$ cat config.mk
export PLATFORM = sky130hd
export DESIGN_NAME = uart_rx_fifo_ctrl
export DESIGN_NICKNAME = d
export VERILOG_FILES = /design/src/rtl/uart_rx_fifo_ctrl.sv
export SDC_FILE = /design/constraint.sdc
export NUM_CORES = 1
export LEC_CHECK = 0
export CORE_MARGIN = 2
export CORE_UTILIZATION = 48
export DETAILED_ROUTE_END_ITERATION = 16
export DONT_BUFFER_PORTS = 1
export SETUP_SLACK_MARGIN = 0.5
export SLEW_MARGIN = 0
export SYNTH_ARGS = -nofsm -noshare
export SYNTH_HDL_FRONTEND = slang
export SYNTH_SLANG_ARGS = --single-unit
$ cat constraint.sdc
create_clock -name clk -period 3.5 [get_ports clk]
set_clock_uncertainty 0.05 [all_clocks]
set_input_delay 0.175 -clock clk [delete_from_list [all_inputs] [get_ports clk]]
set_output_delay 0.175 -clock clk [all_outputs]
set_load 0.02 [all_outputs]
$ cat src/rtl/uart_rx_fifo_ctrl.sv
// Purpose: synchronise the UART receiver's byte-complete level, queue received bytes in a FIFO, expose data/status registers to the CPU.
// Latency: push 3 clk after rx_done is seen high (SYNC_STAGES + 1); CPU read data and rvalid 1 clk after cpu_re.
// Backpressure: read_ce drops once the FIFO holds DEPTH-1 bytes; a byte arriving while full is dropped and sets sticky overflow.
module uart_rx_fifo_ctrl #(
    parameter int DEPTH_LOG2  = 4,
    parameter int SYNC_STAGES = 2
) (
    input  logic        clk,
    input  logic        rst,
    input  logic        rx_done,
    input  logic [7:0]  rx_data,
    input  logic        rx_en,
    output logic        read_ce,
    input  logic        cpu_re,
    input  logic        cpu_sel,
    output logic [31:0] cpu_rdata,
    output logic        cpu_rvalid,
    output logic        irq
);

    localparam int DEPTH = 1 << DEPTH_LOG2;

    typedef logic [DEPTH_LOG2:0]   cnt_t;
    typedef logic [DEPTH_LOG2-1:0] ptr_t;

    localparam cnt_t FULL_CNT = cnt_t'(DEPTH);
    localparam cnt_t CE_LIMIT = cnt_t'(DEPTH - 1);

    // Synchroniser chain, edge register and post-reset arming
    logic [SYNC_STAGES-1:0] sync_q, sync_d;
    logic [SYNC_STAGES-1:0] fill_q, fill_d;
    logic                   edge_q, edge_d;
    logic                   armed_q, armed_d;

    // FIFO state
    logic [7:0] mem_q [DEPTH];
    ptr_t       wptr_q, wptr_d;
    ptr_t       rptr_q, rptr_d;
    cnt_t       count_q, count_d;
    logic       ovf_q, ovf_d;

    // Registered outputs
    logic        read_ce_q, read_ce_d;
    logic        irq_q, irq_d;
    logic [31:0] rdata_q, rdata_d;
    logic        rvalid_q, rvalid_d;

    // Combinational helpers
    logic        rx_done_s;
    logic        push_evt;
    logic        pop;
    logic        push_acc;
    logic        ovf_set;
    logic        status_rd;
    logic        full;
    logic        empty;
    logic [4:0]  cnt5;
    logic [31:0] status_word;
    logic        mem_we;

    assign rx_done_s   = sync_q[SYNC_STAGES-1];
    assign full        = (count_q == FULL_CNT);
    assign empty       = (count_q == '0);
    assign cnt5        = 5'(count_q);
    assign status_word = {16'h0, 3'b0, cnt5, 5'b0, ovf_q, full, ~empty};

    // Next-state: edge detect, push/pop arbitration, overflow and CPU read data
    always_comb begin
        sync_d    = {sync_q[SYNC_STAGES-2:0], rx_done};
        fill_d    = {fill_q[SYNC_STAGES-2:0], 1'b1};
        edge_d    = rx_done_s;
        // Only arm once the chain carries real samples and shows rx_done low,
        // so a level already high across reset is never taken as a new byte.
        armed_d   = armed_q | (fill_q[SYNC_STAGES-1] & ~rx_done_s);

        push_evt  = armed_q & rx_done_s & ~edge_q;
        pop       = cpu_re & ~cpu_sel & ~empty;
        // A simultaneous pop frees the slot, so a push at full still lands.
        push_acc  = push_evt & (~full | pop);
        ovf_set   = push_evt & full & ~pop;
        status_rd = cpu_re & cpu_sel;

        mem_we    = push_acc;
        wptr_d    = push_acc ? wptr_q + 1'b1 : wptr_q;
        rptr_d    = pop ? rptr_q + 1'b1 : rptr_q;
        count_d   = count_q;
        if (push_acc && !pop) begin
            count_d = count_q + 1'b1;
        end else if (pop && !push_acc) begin
            count_d = count_q - 1'b1;
        end

        // Set beats the read-side clear when both hit in one cycle.
        ovf_d = ovf_q;
        if (ovf_set) begin
            ovf_d = 1'b1;
        end else if (status_rd) begin
            ovf_d = 1'b0;
        end

        rdata_d = rdata_q;
        if (cpu_re) begin
            if (cpu_sel) begin
                rdata_d = status_word;
            end else if (!empty) begin
                rdata_d = {24'h0, mem_q[rptr_q]};
            end else begin
                rdata_d = 32'h0;
            end
        end
        rvalid_d  = cpu_re;

        // One entry of margin for the byte already in flight in the receiver.
        read_ce_d = rx_en & (count_q < CE_LIMIT);
        irq_d     = ~empty;
    end

    // State registers with asynchronous active-high reset
    always_ff @(posedge clk or posedge rst) begin
        if (rst) begin
            sync_q    <= '0;
            fill_q    <= '0;
            edge_q    <= 1'b0;
            armed_q   <= 1'b0;
            wptr_q    <= '0;
            rptr_q    <= '0;
            count_q   <= '0;
            ovf_q     <= 1'b0;
            read_ce_q <= 1'b0;
            irq_q     <= 1'b0;
            rdata_q   <= 32'h0;
            rvalid_q  <= 1'b0;
        end else begin
            sync_q    <= sync_d;
            fill_q    <= fill_d;
            edge_q    <= edge_d;
            armed_q   <= armed_d;
            wptr_q    <= wptr_d;
            rptr_q    <= rptr_d;
            count_q   <= count_d;
            ovf_q     <= ovf_d;
            read_ce_q <= read_ce_d;
            irq_q     <= irq_d;
            rdata_q   <= rdata_d;
            rvalid_q  <= rvalid_d;
        end
    end

    // FIFO storage; contents are meaningless once the pointers reset
    always_ff @(posedge clk) begin
        if (mem_we) begin
            mem_q[wptr_q] <= rx_data;
        end
    end

    assign read_ce    = read_ce_q;
    assign irq        = irq_q;
    assign cpu_rdata  = rdata_q;
    assign cpu_rvalid = rvalid_q;

endmodule

==> metrics.txt <==
Hold EP rptr_q[2]$_DFFE_PP0P_; worst hold path type in2reg; Final Cycle Share between 70% and 80%; Slew @ Worst Pin 0.682 ns; clk buf depth 2; syn_area_per_cell approximately 18 sq um; maxcap violations 0; asr flop ratio synth 22.0%; Post-synth EDFFs approximately 130; DR vias 3348; vias per cell roughly 5.4; Congestion Overflow GR 0; flops & latches, synth about 160; row count 43; synthesis-to-finish area growth 16.8%; FMAX approximately 370 MHz; Worst Hold Path Cells 3; synthesized area between 0.006 and 0.007 sq mm; Ports 49; leading area contributor after synthesis edfxtp_1; Syn Inst Count 385; WP data arrival ~3 ns; commonest non-fill, non-tap cell in the layout edfxtp_1; area of the core 0.0138 sq mm; number of I/O port buffers 0; first-pass GRT wire length between 15 and 20 mm; chip width between 100 and 150 um; Lkg Pwr roughly 2.9 nW; status finished clean; worst vdd rail ir drop about 0.33 mV; GR Util All Layers roughly a fifth; final hold violation count 0; HPWL after DPL slightly above 8 mm; Top FF cell, synth edfxtp_1; number of H-tree levels 4; CTS tree done; initial antenna violation count 0; final WL between 10 and 15 mm; initial core utilization 48.9%; number of diodes 0; Yosys top cell area share a little under three fifths; layout cell share with drive strength beyond 1 19.1%; Slew HR 54.5%; Post-DRT Antenna Nets 0; R2R depth 11; Cell variety after synth a little over 40; initial drt markers about 170; GPL Wtd Cong approximately 0.76; Fillers ~1100; R2R setup slack 0.76 ns; DR WL/cell ~21 um; crit-path max FO 5; root buffer cell clkbuf_16; highest-count cells in the layout ignoring fill and taps edfxtp_1, dfrtp_1, inv_1, mux4_2, conb_1; RSZ-0062 raised after global routing false; CTS Buf Count 17; pwr dens 810 mW/mm^2; DRC Markers 0; Worst Setup SP cnt5[3]$_DFFE_PP0P_; Final nets 446; Yosys warnings 0; Worst-Skew Late Latency 0.42 ns; die height about 120 um; Startpoint Class flip-flop; Tmin final 2.74 ns; largest net degree at the start of global routing 37; TritonRoute pass-1 iters 4; Crit. End Element flip-flop; number of global-route vias before repair 3387; Final setup viols 0; register area share after synthesis about 70%; setup TNS 0 ns; min-delay src cpu_re; reg-to-reg critical path endpoint cnt5[4]$_DFFE_PP0P_; Crit Path Category reg2reg; Min Hold Slack a little under 0.07 ns; worst r2r src cnt5[3]$_DFFE_PP0P_; clk slew on worst S/H paths about 0.060 ns; final-report max-slew violation count 0; CP Data Required Time ~3.8 ns; Area contributors post-synth edfxtp_1, dfrtp_1, mux4_2; die area 0.0150 sq mm; clock sinks about 160
## flip-flops by register name (all words and copies together), names as in the netlist
register    count
mem_q         128
cpu_rdata      13
cnt5            5
rptr_q          4
wptr_q          4
fill_q          2
sync_q          2
armed_q         1
cpu_rvalid      1
edge_q          1
irq             1
ovf_q           1
read_ce         1
## metrics by stage
step	instance area, sq um	cells	worst slack (ns)	power (mW)	utilization (%)
2_1_floorplan	6820	403	0.803	3.74	-
3_3_place_gp	6920	561	0.515	4.07	50.1
3_5_place_dp	6920	561	0.463	4.08	50.1
4_1_cts	7840	610	0.509	6.42	56.7
5_1_grt	7890	615	0.513	6.68	57.1
6_report	7890	615	0.764	6.39	57.1
## final cells by class
cell class | instances | area [sq um] | area share (%)
clock buffers | 18 | 429 | 5.44
inverters | 21 | 78.8 | 0.999
repair buffers | 35 | 320 | 4.06
well taps | 180 | 225 | 2.85
clock inverters | 14 | 305 | 3.87
multi-input cells | 183 | 1780 | 22.6
flip-flops and latches | 164 | 4750 | 60.2
## cell families after synthesis
| family | count (synthesis) | synth area share [%] |
|---|---|---|
| XOR/XNOR | 11 | 1.43 |
| AND/OR/NAND/NOR | 60 | 4.50 |
| other | 2 | 0.111 |
| AO/OA/AOI/OAI | 31 | 2.76 |
| flip-flops | 164 | 70.2 |
| buffers and inverters | 56 | 4.69 |
| adder cells (fa/ha/maj) | 10 | 1.96 |
| multiplexers | 51 | 14.3 |
## synth_stat cells (2+ instances only)
master and instances:
buf_4 19, conb_1 2, nand4_1 2, o22ai_1 6, clkbuf_1 9, nand3b_1 2, ha_1 9, xor2_1 3
buf_6 2, nand3_1 9, a21oi_1 8, nor3_1 4, edfxtp_1 128, a21o_1 3, mux2i_1 10, mux4_1 12
and2_1 8, nor2_1 18, o21ai_0 9, mux2_2 9, dfrtp_1 36, mux4_2 20, nand2b_1 2, nand2_1 9
xnor2_1 8, buf_2 3, inv_1 21
## critical path, cell delays in order (launching register included)
cell	delay, ns
dfrtp_1	0.44
nor4_4	0.38
nand2b_1	0.20
nand2_4	0.13
ha_1	0.19
inv_1	0.10
fa_1	0.42
a21o_1	0.19
a21oi_1	0.18
xnor2_1	0.13
nor2_1	0.06
xor2_1	0.14
## power by group
part / internal (mW) / switching, mW
logic: 0.740 / 0.735
registers: 2.32 / 0.312
clock network: 1.55 / 0.728
## worst max path at each step
stage | to | slack, ns | depth (start not counted)
6_report | cnt5[4]$_DFFE_PP0P_ | 0.76 | 11
4_1_cts | cnt5[4]$_DFFE_PP0P_ | 0.51 | 11
3_5_place_dp | cnt5[4]$_DFFE_PP0P_ | 0.46 | 11
5_1_grt | cnt5[4]$_DFFE_PP0P_ | 0.51 | 11
2_1_floorplan | cnt5[4]$_DFFE_PP0P_ | 0.80 | 11
3_3_place_gp | cnt5[4]$_DFFE_PP0P_ | 0.52 | 11
## metal layers
metal	GRT usage (%)	routed length, um
met5	0	0
met4	9.05	368
met3	4.65	539
met2	29.9	6270
met1	24.3	5740
## repair_timing
item / CTS / global route
resized for setup: 1 / 4
cloned: 0 / 0
pin swaps: 0 / 2
buffers inserted: 0 / 5
hold buffers: 17 / 0
endpoints found under the setup margin: 1 / 1
endpoints found under the hold margin: 159 / 0
Note: power is estimated with default switching activity, not from simulation.
